--- config.mk ---
export PLATFORM = sky130hd
export DESIGN_NAME = lfsr_bist_ctrl
export DESIGN_NICKNAME = d
export VERILOG_FILES = /design/src/rtl/lfsr_bist_ctrl.sv
export SDC_FILE = /design/constraint.sdc
export NUM_CORES = 1
export LEC_CHECK = 0
export BUFFER_PORTS_ARGS = -buffer_cell sky130_fd_sc_hd__buf_2
export CAP_MARGIN = 20
export CORE_ASPECT_RATIO = 0.9
export CORE_MARGIN = 1
export CORE_UTILIZATION = 50
export CTS_CLUSTER_DIAMETER = 200
export DETAILED_ROUTE_END_ITERATION = 7
export PLACE_DENSITY = 0.73
export SYNTH_ARGS = -nofsm -noshare
export SYNTH_HDL_FRONTEND = slang
export SYNTH_SLANG_ARGS = --single-unit
--- constraint.sdc ---
create_clock -name CLK -period 3.9 [get_ports CLK]
set_input_delay 0.195 -clock CLK [delete_from_list [all_inputs] [get_ports CLK]]
set_output_delay 0.195 -clock CLK [all_outputs]
set_load 0.01 [all_outputs]
--- src/rtl/lfsr_bist_ctrl.sv ---
// lfsr_bist_ctrl: BIST sequencer for a 3-bit Fibonacci pattern LFSR.
// It resets and optionally seeds the LFSR, runs it for n_pat patterns,
// compacts the CUT response into a MISR signature and compares that
// signature against a golden value.
// Optional build macro: POLY_SWEEP_EN. When it is defined, a second pass
// runs with the inverted polynomial, and the signature accumulates across
// both passes.
//
// state | meaning
// IDLE  | LFSR held in reset, waiting for start
// INIT  | signature cleared (first pass only), counter loaded
// SEED  | LFSR released, seed and polynomial applied
// RUN   | one pattern compacted per cycle
// CMP   | signature compared against golden
module lfsr_bist_ctrl #(
  parameter int              CNT_W    = 8,
  parameter int              RESP_W   = 3,
  parameter int              SIG_W    = 8,
  parameter logic [SIG_W-1:0] SIG_TAPS = 8'h1D
) (
  input  logic              CLK,
  input  logic              RST,
  input  logic              start,
  input  logic              abort,
  input  logic [CNT_W-1:0]  n_pat,
  input  logic              poly_sel,
  input  logic              seed_sel,
  input  logic [SIG_W-1:0]  golden,
  input  logic [RESP_W-1:0] resp,
  output logic              lfsr_rst,
  output logic              lfsr_seed,
  output logic              lfsr_poly,
  output logic              pat_valid,
  output logic              busy,
  output logic              done,
  output logic              pass,
  output logic [SIG_W-1:0]  signature
);

  typedef enum logic [2:0] {
    S_IDLE = 3'd0,
    S_INIT = 3'd1,
    S_SEED = 3'd2,
    S_RUN  = 3'd3,
    S_CMP  = 3'd4
  } state_t;

  state_t             state_q, state_d;
  logic [CNT_W-1:0]   cnt_q, cnt_d;
  logic [CNT_W-1:0]   n_lat_q, n_lat_d;
  logic               poly_lat_q, poly_lat_d;
  logic               seed_lat_q, seed_lat_d;
  logic [SIG_W-1:0]   golden_lat_q, golden_lat_d;
  logic [SIG_W-1:0]   signature_q, signature_d;
  logic               pass_q, pass_d;
  logic               done_q, done_d;
  logic               lfsr_rst_q, lfsr_rst_d;
  logic               lfsr_seed_q, lfsr_seed_d;
  logic               lfsr_poly_q, lfsr_poly_d;
  logic               pat_valid_q, pat_valid_d;
  logic               busy_q, busy_d;
  logic               poly_flip_d;
  logic [SIG_W-1:0]   sig_step;
`ifdef POLY_SWEEP_EN
  logic               pass2_q, pass2_d;
`endif

  // One MISR step: shift left, fold the MSB back through the taps, add resp.
  always_comb begin
    sig_step = {signature_q[SIG_W-2:0], 1'b0}
             ^ (signature_q[SIG_W-1] ? SIG_TAPS : '0)
             ^ SIG_W'(resp);
  end

  // Next-state logic; the outputs are derived from the next state so they
  // come straight out of flops.
  always_comb begin
    state_d      = state_q;
    cnt_d        = cnt_q;
    n_lat_d      = n_lat_q;
    poly_lat_d   = poly_lat_q;
    seed_lat_d   = seed_lat_q;
    golden_lat_d = golden_lat_q;
    signature_d  = signature_q;
    pass_d       = pass_q;
    done_d       = 1'b0;
`ifdef POLY_SWEEP_EN
    pass2_d      = pass2_q;
`endif

    case (state_q)
      S_IDLE: begin
        if (start) begin
          n_lat_d      = n_pat;
          poly_lat_d   = poly_sel;
          seed_lat_d   = seed_sel;
          golden_lat_d = golden;
          state_d      = S_INIT;
        end
      end
      S_INIT: begin
        cnt_d  = n_lat_q;
        pass_d = 1'b0;
`ifdef POLY_SWEEP_EN
        if (!pass2_q) signature_d = '0;
`else
        signature_d = '0;
`endif
        state_d = S_SEED;
      end
      S_SEED: begin
        state_d = (cnt_q == '0) ? S_CMP : S_RUN;
      end
      S_RUN: begin
        signature_d = sig_step;
        cnt_d       = cnt_q - 1'b1;
        if (cnt_q == CNT_W'(1)) state_d = S_CMP;
      end
      S_CMP: begin
`ifdef POLY_SWEEP_EN
        if (!pass2_q) begin
          pass2_d = 1'b1;
          state_d = S_INIT;
        end else begin
          pass2_d = 1'b0;
          pass_d  = (signature_q == golden_lat_q);
          done_d  = 1'b1;
          state_d = S_IDLE;
        end
`else
        pass_d  = (signature_q == golden_lat_q);
        done_d  = 1'b1;
        state_d = S_IDLE;
`endif
      end
      default: state_d = S_IDLE;
    endcase

    // Abort leaves the partial signature visible for debug.
    if (abort && (state_q != S_IDLE)) begin
      state_d     = S_IDLE;
      pass_d      = 1'b0;
      done_d      = 1'b0;
      signature_d = signature_q;
      cnt_d       = cnt_q;
`ifdef POLY_SWEEP_EN
      pass2_d     = 1'b0;
`endif
    end

`ifdef POLY_SWEEP_EN
    poly_flip_d = pass2_d;
`else
    poly_flip_d = 1'b0;
`endif

    lfsr_rst_d  = (state_d == S_IDLE) || (state_d == S_INIT);
    lfsr_seed_d = (state_d == S_SEED) && seed_lat_d;
    lfsr_poly_d = ((state_d == S_SEED) || (state_d == S_RUN) || (state_d == S_CMP))
                  ? (poly_lat_d ^ poly_flip_d) : 1'b0;
    pat_valid_d = (state_d == S_RUN);
    busy_d      = (state_d != S_IDLE);
  end

  // State and output registers.
  always_ff @(posedge CLK or negedge RST) begin
    if (!RST) begin
      state_q      <= S_IDLE;
      cnt_q        <= '0;
      n_lat_q      <= '0;
      poly_lat_q   <= 1'b0;
      seed_lat_q   <= 1'b0;
      golden_lat_q <= '0;
      signature_q  <= '0;
      pass_q       <= 1'b0;
      done_q       <= 1'b0;
      lfsr_rst_q   <= 1'b1;
      lfsr_seed_q  <= 1'b0;
      lfsr_poly_q  <= 1'b0;
      pat_valid_q  <= 1'b0;
      busy_q       <= 1'b0;
`ifdef POLY_SWEEP_EN
      pass2_q      <= 1'b0;
`endif
    end else begin
      state_q      <= state_d;
      cnt_q        <= cnt_d;
      n_lat_q      <= n_lat_d;
      poly_lat_q   <= poly_lat_d;
      seed_lat_q   <= seed_lat_d;
      golden_lat_q <= golden_lat_d;
      signature_q  <= signature_d;
      pass_q       <= pass_d;
      done_q       <= done_d;
      lfsr_rst_q   <= lfsr_rst_d;
      lfsr_seed_q  <= lfsr_seed_d;
      lfsr_poly_q  <= lfsr_poly_d;
      pat_valid_q  <= pat_valid_d;
      busy_q       <= busy_d;
`ifdef POLY_SWEEP_EN
      pass2_q      <= pass2_d;
`endif
    end
  end

  assign lfsr_rst  = lfsr_rst_q;
  assign lfsr_seed = lfsr_seed_q;
  assign lfsr_poly = lfsr_poly_q;
  assign pat_valid = pat_valid_q;
  assign busy      = busy_q;
  assign done      = done_q;
  assign pass      = pass_q;
  assign signature = signature_q;

endmodule

**Yosys cells after proc, flatten, opt, wreduce, memory -nomap -nowiden**

Index checks and enable logic that the tools add are counted.

- Bits of input ports: 25
- Bits in registers: 44
- Logic and storage cells: 59

- Bitwise gates (word level): 3
- Add/subtract/negate cells: 1
- Reduce and logical (&&, ||, !) cells: 14
- Equal/unequal tests: 10
- Mux-type cells: 17

Operators with widths:

| cell | number |
|---|---|
| case mux 8 bit (2 select lines) | 2 |
| == test 3 x 2 -> 1 bit, second input constant | 4 |
| 2-to-1 mux 3 bit | 4 |
| case mux 3 bit (4 select lines) | 1 |
| nonzero test 3 bit | 3 |
| == test 8 x 1 -> 1 bit, second input constant | 1 |
| == test 8 bit | 1 |
| zero test 8 bit | 1 |
| 2-to-1 mux 1 bit | 8 |
| subtractor 8 x 1 -> 8 bit, second input constant | 1 |
| bitwise XOR 8 x 3 -> 8 bit | 1 |
| bitwise XOR 8 x 5 -> 8 bit | 1 |
| == test 3 x 1 -> 1 bit, second input constant | 2 |
| == test 3 bit, second input constant | 2 |
| zero test 3 bit | 2 |
| 2-to-1 mux 5 bit | 1 |
| AND reduction 2 bit | 2 |
| logical OR 1 bit | 3 |
| logical AND 1 bit | 2 |
| case mux 1 bit (2 select lines) | 1 |
| nonzero test 2 bit | 1 |
| inverter 1 bit | 1 |

**Depth between registers and ports, before layout**

Gate-level depths: netlist of the first run.

- Depth after elaboration: 8
- Depth in mapped cells: 7
- Depth with buffers taken out: 6

**Least setup slack after synthesis of the first run**

OpenSTA, ideal clock, no wires.

- Path type: register to register
- From: reg state_q[0]
- To: reg golden_lat_q[7]
- Data required time: 3.775 ns
- Stages on the path, launching flop included: 7
- Period minus slack after synthesis: 1.688 ns
- Slack: 2.212 ns
- Arrival: 1.563 ns
- Cells stage by stage: dfrtp_1 > or2_1 > buf_6 > nor3b_2 > buf_6 > buf_6 > mux2_2

- Cells in the longest elaborated chain, start to end: 2

Ends and longest elaborated chain:

| element | line | text |
|---|---|---|
| start, declared | 48 | `state_t state_q, state_d;` |
| start signal, assigned | 186 | `state_q <= state_d;` |
| zero test 3 bit | 91 | `case (state_q)` |
| AND reduction 2 bit (no line) | n/a |  |
| end signal, assigned | 191 | `golden_lat_q <= golden_lat_d;` |
| end, declared | 53 | `logic [SIG_W-1:0] golden_lat_q, golden_lat_d;` |

No other way between the ends.
A chain may end at the register's enable or synchronous reset.

**Worst setup path in the final report of the first run**

- From: reg state_q[1]
- To: reg golden_lat_q[5]

The elaborated chain is that of the path after synthesis.

==> impl_metrics.tcl, run 1 <==
set metrics [dict create \
    status "finished clean" \
    dp_hpwl_microns 2700 \
    die_h_microns 63.6 \
    arrival_ps 2760 \
    postRouteAntennaNets 0 \
    wl_microns 3810 \
    start_kind "flip-flop" \
    finalCritPeriodShare 0.662 \
    dp_cells 273 \
    yosys_warnings 0 \
    syn_nets 225 \
    grt_use_total 0.195 \
    async_flop_share 1.00 \
    wl_per_cell_microns 13.6 \
    max_freq_ghz 0.388 \
    worstMarginPinSlew_ps 943 \
    synth_edf_count 0 \
    synth-main-ff-cell "dfrtp_1" \
    ctsResizeCount 0 \
    seq_area_sq_um 1100 \
    ctsRootBufferMaster "clkbuf_8" \
    area_delta_synth_final_pct 15.3 \
    crit_path_end_kind "flip-flop" \
    cts_tree "yes" \
    cts_sinks 44 \
    final_hold_viol_count 0 \
    die_area_sq_um 4480 \
    rr_worst_depth 4 \
    clock_skew_ps 7.00 \
    final_nets 260 \
    synth_cells 197 \
    critPathMaxFanout 22 \
    drive_gt1_frac 0.297 \
    final-setup-viol-count 0 \
    path_class "flip-flop to flip-flop" \
    final_cell_mix "43 x dfrtp_1, 39 x buf_2, 23 x nand2_1" \
    first_iter_violations 127 \
    leakage_uw 0.00113 \
    core_area_sq_um 4050 \
    htreeDepth 2 \
    period_minus_slack_ps 2580 \
    synth_seq_area_share 0.523 \
    fp.dieW_microns 70.4 \
    final_common_cell "dfrtp_1" \
    r2r_slack_ps 1320 \
    fin_area_sq_um 2430 \
    vias 1535 \
    avgSynthCellArea_sq_um 10.7 \
    n_fill_cell 376 \
    grt_overflow 0 \
    power_density_nw_per_um2 640 \
    stdcell_count 280 \
    grt_pass1_wl_microns 6840 \
    clk_pin_slew_worst_paths_ps 80 \
    cts_hold_buf 0 \
    multi_input_area_sq_um 921 \
    cp.required_ps 4080 \
    detail_route.vias_per_cell 5.48 \
    drc 0 \
    cts_buffer_depth 2 \
    antenna_found_initial 0 \
    worst_slack_ps 1320 \
    insertedDiodeCount 0 \
    setup_tns_ps 0 \
    rows 22 \
    rsz0062_at_grt "false" \
    grt_max_degree 45 \
    clock_latency_ps 290 \
    grt_pass1_vias 1473 \
    numCtsBuffers 5 \
    post_cts_buffers 0 \
    synth_area_sq_um 2110 \
    yosysUniqueCellTypes 38 \
    numPortBuffers 39 \
    maxCapViolCount 0 \
    dr.pass1.iters 4 \
    slew_headroom 0.371 \
    drv_slew 0 \
    initial_core_util 0.521 \
    dp_slack_ps 1330 \
    min_path_type "input port to async pin" \
    peakVddDrop_uv 333 \
    place_congestion 0.797 \
    placed_area_sq_um 2300 \
    ys_seq_elements 44 \
    num_io_pins 40 \
]
-- worst max-delay path: stages (launching register included) --
cell	delay [ps]
dfrtp_1	630
or2_1	450
nor3b_2	700
buf_4	330
mux2_2	360
-- Yosys cell counts (3+ instances only) --
master / n / area (sq um)
xnor2_1: 5 / 43.8
nor2_1: 17 / 63.8
o22a_1: 7 / 61.3
ha_1: 3 / 37.5
a31oi_1: 4 / 25.0
clkbuf_1: 7 / 26.3
and3_1: 4 / 25.0
dfrtp_1: 43 / 1080
a21oi_1: 7 / 35.0
nand3_1: 6 / 30.0
buf_6: 3 / 33.8
nand2_1: 23 / 86.3
mux2_2: 16 / 180
o21ai_0: 11 / 55.1
inv_1: 4 / 15.0
nor3_1: 3 / 15.0
xor2_1: 9 / 78.8
-- kinds of logic after synthesis --
family          Yosys count  share of synthesized area
simple gates             64                      0.147
flops                    44                      0.523
compound gates           39                      0.122
mux                      17                     0.0926
buf+inv                  16                     0.0404
xor+xnor                 14                     0.0582
fa+ha+maj                 3                     0.0178
-- cell type report --
class	count	area share
clock buffer	5	0.0283
clock inverter	2	0.0247
tap	48	0.0247
multi-input combinational	137	0.379
inverter	4	0.00618
sequential	44	0.454
timing repair buffer	40	0.0834
-- path summary, 6_finish.rpt --
| kind | start | to |
|---|---|---|
| setup / recovery | state_q[1]$_DFF_PN0_ | golden_lat_q[5]$_DFFE_PN0P_ |
| hold / removal | RST | state_q[2]$_DFF_PN0_ |
| setup reg to reg | state_q[1]$_DFF_PN0_ | golden_lat_q[5]$_DFFE_PN0P_ |
| hold reg to reg | n_lat_q[1]$_DFFE_PN0P_ | n_lat_q[1]$_DFFE_PN0P_ |
| max in group asynchronous | RST | cnt_q[4]$_DFFE_PN0P_ |
| min in group CLK | n_pat[0] | n_lat_q[0]$_DFFE_PN0P_ |
-- sequential cells by signal, indices dropped and copies added, names as in the netlist --
register      flops
busy              1
cnt_q             8
done              1
golden_lat_q      8
lfsr_poly         1
lfsr_rst          1
lfsr_seed         1
n_lat_q           8
pass              1
pat_valid         1
poly_lat_q        1
seed_lat_q        1
signature         8
state_q           3
-- report_power, final --
part	total, uW	switching [uW]	internal [uW]
combinational	438	215	223
clock	395	143	252
sequential	721	118	603
-- per-layer routing --
metal  GRT usage  vias up  share of wire
li1            -      751              -
met1       0.272      734           0.48
met2       0.298       48           0.45
met3      0.0512        2          0.064
met4      0.0600        0         0.0068
met5           0        -              0
-- metrics by stage --
step	total power, uW	util	hold slack [ps]
after floorplan	1060	-	-101
after global placement	1160	0.569	403
after detailed placement	1170	0.569	388
after CTS	1570	0.600	77.5
after global routing	1670	0.600	117
final	1550	0.600	49.8
(Power assumes the default switching activity.)
==> run 2: changes to the inputs <==
- CORE_UTILIZATION: 50 -> 49
- PLACE_DENSITY: 0.73 -> 0.75
- clock period: 3.9 -> 2.2 ns (I/O delays scaled with it)
==> run 2 against run 1 <==
Against the previous run:
- the flow now finishes with violations (DRC)
- cell area rose by 2.3%
- clock power increased by 66%
- flip-flop and latch count unchanged
- critical endpoint is now n_lat_q[4]$_DFFE_PN0P_
- largest cell class unchanged
==> impl_metrics.tcl, run 2 (synthesized netlist as in run 1, its figures left out) <==
set metrics [dict create \
    numPortBuffers 39 \
    final_nets 268 \
    cts_sinks 44 \
    final-setup-viol-count 0 \
    crit_path_top_delay_cell "dfrtp_1" \
    p_comb_frac 0.308 \
    max_freq_ghz 0.540 \
    drc 1 \
    numCtsBuffers 5 \
    drv_slew 0 \
    cp.required_ps 2390 \
    detail_route.vias_per_cell 5.47 \
    clk_pin_slew_worst_paths_ps 90 \
    seq_area_sq_um 1100 \
    grt_use_total 0.203 \
    post_cts_buffers 0 \
    dr.pass1.iters 6 \
    slew_headroom 0.645 \
    grt_pass1_wl_microns 6940 \
    critPathMaxFanout 10 \
    worstMarginPinSlew_ps 532 \
    drive_gt1_frac 0.320 \
    insertedDiodeCount 0 \
    power_density_nw_per_um2 1110 \
    die_area_sq_um 4570 \
    path_cells "or2_1 -> nor3b_2 -> buf_4 -> mux2_2" \
    p_sw_uw 897 \
    multi_input_area_sq_um 921 \
    leakage_uw 0.00117 \
    cts_buffer_depth 2 \
    place_congestion 0.818 \
    clock_latency_ps 310 \
    maxCapViolCount 0 \
    fp.dieW_microns 71.1 \
    antenna_found_initial 0 \
    crit_path_end_kind "flip-flop" \
    wl_microns 4200 \
    status "finished with violations" \
    die_h_microns 64.2 \
    clock_skew_ps 10.4 \
    netSwitchingFraction 0.324 \
    rsz0062_at_grt "false" \
    path_class "flip-flop to flip-flop" \
    n_fill_cell 362 \
    crit_family "simple AND/OR/NAND/NOR gates" \
    dp_hpwl_microns 2970 \
    area_delta_synth_final_pct 17.9 \
    violations "DRC" \
    wl_per_cell_microns 14.5 \
    final_common_cell "dfrtp_1" \
    internal-power_uw 1870 \
    htreeDepth 2 \
    final_cell_mix "43 x dfrtp_1, 39 x buf_2, 23 x nand2_1" \
    max_stage_delay_ps 450 \
    grt_pass1_vias 1501 \
    arrival_ps 2040 \
    final_hold_viol_count 0 \
    finalCritPeriodShare 0.841 \
    period_minus_slack_ps 1850 \
    initial_core_util 0.514 \
    core_area_sq_um 4100 \
    grt_overflow 0 \
    start_kind "flip-flop" \
    vias 1581 \
    num_io_pins 40 \
    postRouteAntennaNets 0 \
    grt_max_degree 25 \
    first_iter_violations 98 \
    p_total_uw 2770 \
    critPathBufInv 1 \
    clkPwrFrac 0.237 \
    peakVddDrop_uv 508 \
    setup_tns_ps 0 \
    cts_tree "yes" \
    min_path_type "input port to flip-flop" \
    rows 22 \
    p_seq_frac 0.455 \
    ctsRootBufferMaster "clkbuf_8" \
]
run 2: changes by cell type in the layout (fill, tap and decap cells not counted):
cell           previous run  this run
bufinv_16                 2         1
clkbuf_8                  5         6
dlygate4sd3_1             0         1
clkinv_4                  0         1
buf_4                     1         8
run 2: worst paths after layout:
check                      slack, ps  cells past startpoint                           to              startpoint
min reg2reg                      510                      1       n_lat_q[1]$_DFFE_PN0P_  n_lat_q[1]$_DFFE_PN0P_
min in group asynchronous        280                      2  golden_lat_q[6]$_DFFE_PN0P_                     RST
min                               30                      2  golden_lat_q[3]$_DFFE_PN0P_               golden[3]
max in group asynchronous       1240                      3         cnt_q[2]$_DFFE_PN0P_                     RST
max reg2reg                      350                      4       n_lat_q[4]$_DFFE_PN0P_    state_q[0]$_DFF_PN0_
max                              350                      4       n_lat_q[4]$_DFFE_PN0P_    state_q[0]$_DFF_PN0_
run 2: cell type report:
class / instances / share of cell area
multi-input combinational: 137 / 0.371
tap: 48 / 0.0242
sequential: 44 / 0.444
inverter: 4 / 0.00604
timing repair buffer: 48 / 0.107
clock inverter: 2 / 0.0156
clock buffer: 6 / 0.0332
run 2: layer usage:
metal  GRT usage  routed length, microns  vias to the layer above
li1            -                       -                      769
met1       0.279                    1920                      764
met2       0.304                    1960                       40
met3      0.0584                     226                        8
met4      0.0800                      97                        0
met5           0                       0                        -
run 2: power groups by stage:
stage                     combinational, uW  clock (uW)  sequential (uW)
after detailed placement                848           0             1280
after global placement                  820           0             1270
final                                   851         656             1260
after floorplan                         636           0             1250
after global routing                    949         702             1300
after CTS                               855         664             1260
run 2: per-stage QoR:
step | instance area [sq um] | util | hold slack, ps | std cells | worst slack (ps)
finish | 2480 | 0.606 | 28.8 | 289 | 349
global route | 2480 | 0.606 | 23.2 | 289 | 240
CTS | 2480 | 0.606 | 22.0 | 289 | 321
detailed placement | 2350 | 0.574 | 87.7 | 280 | 328
global placement | 2350 | 0.574 | 85.6 | 280 | 406
floorplan | 2110 | - | -186 | 197 | 512
run 2: worst register-to-register path, stage by stage, from the launching register on:
cell     delay (ps)
dfrtp_1         450
or2_1           260
nor3b_2         390
buf_4           280
mux2_2          360
run 2: timing repair:
item / 4_1_cts / 5_1_grt
hold buffers: 1 / 0
resized for setup: 0 / 0
hold endpoints to repair: 19 / 0
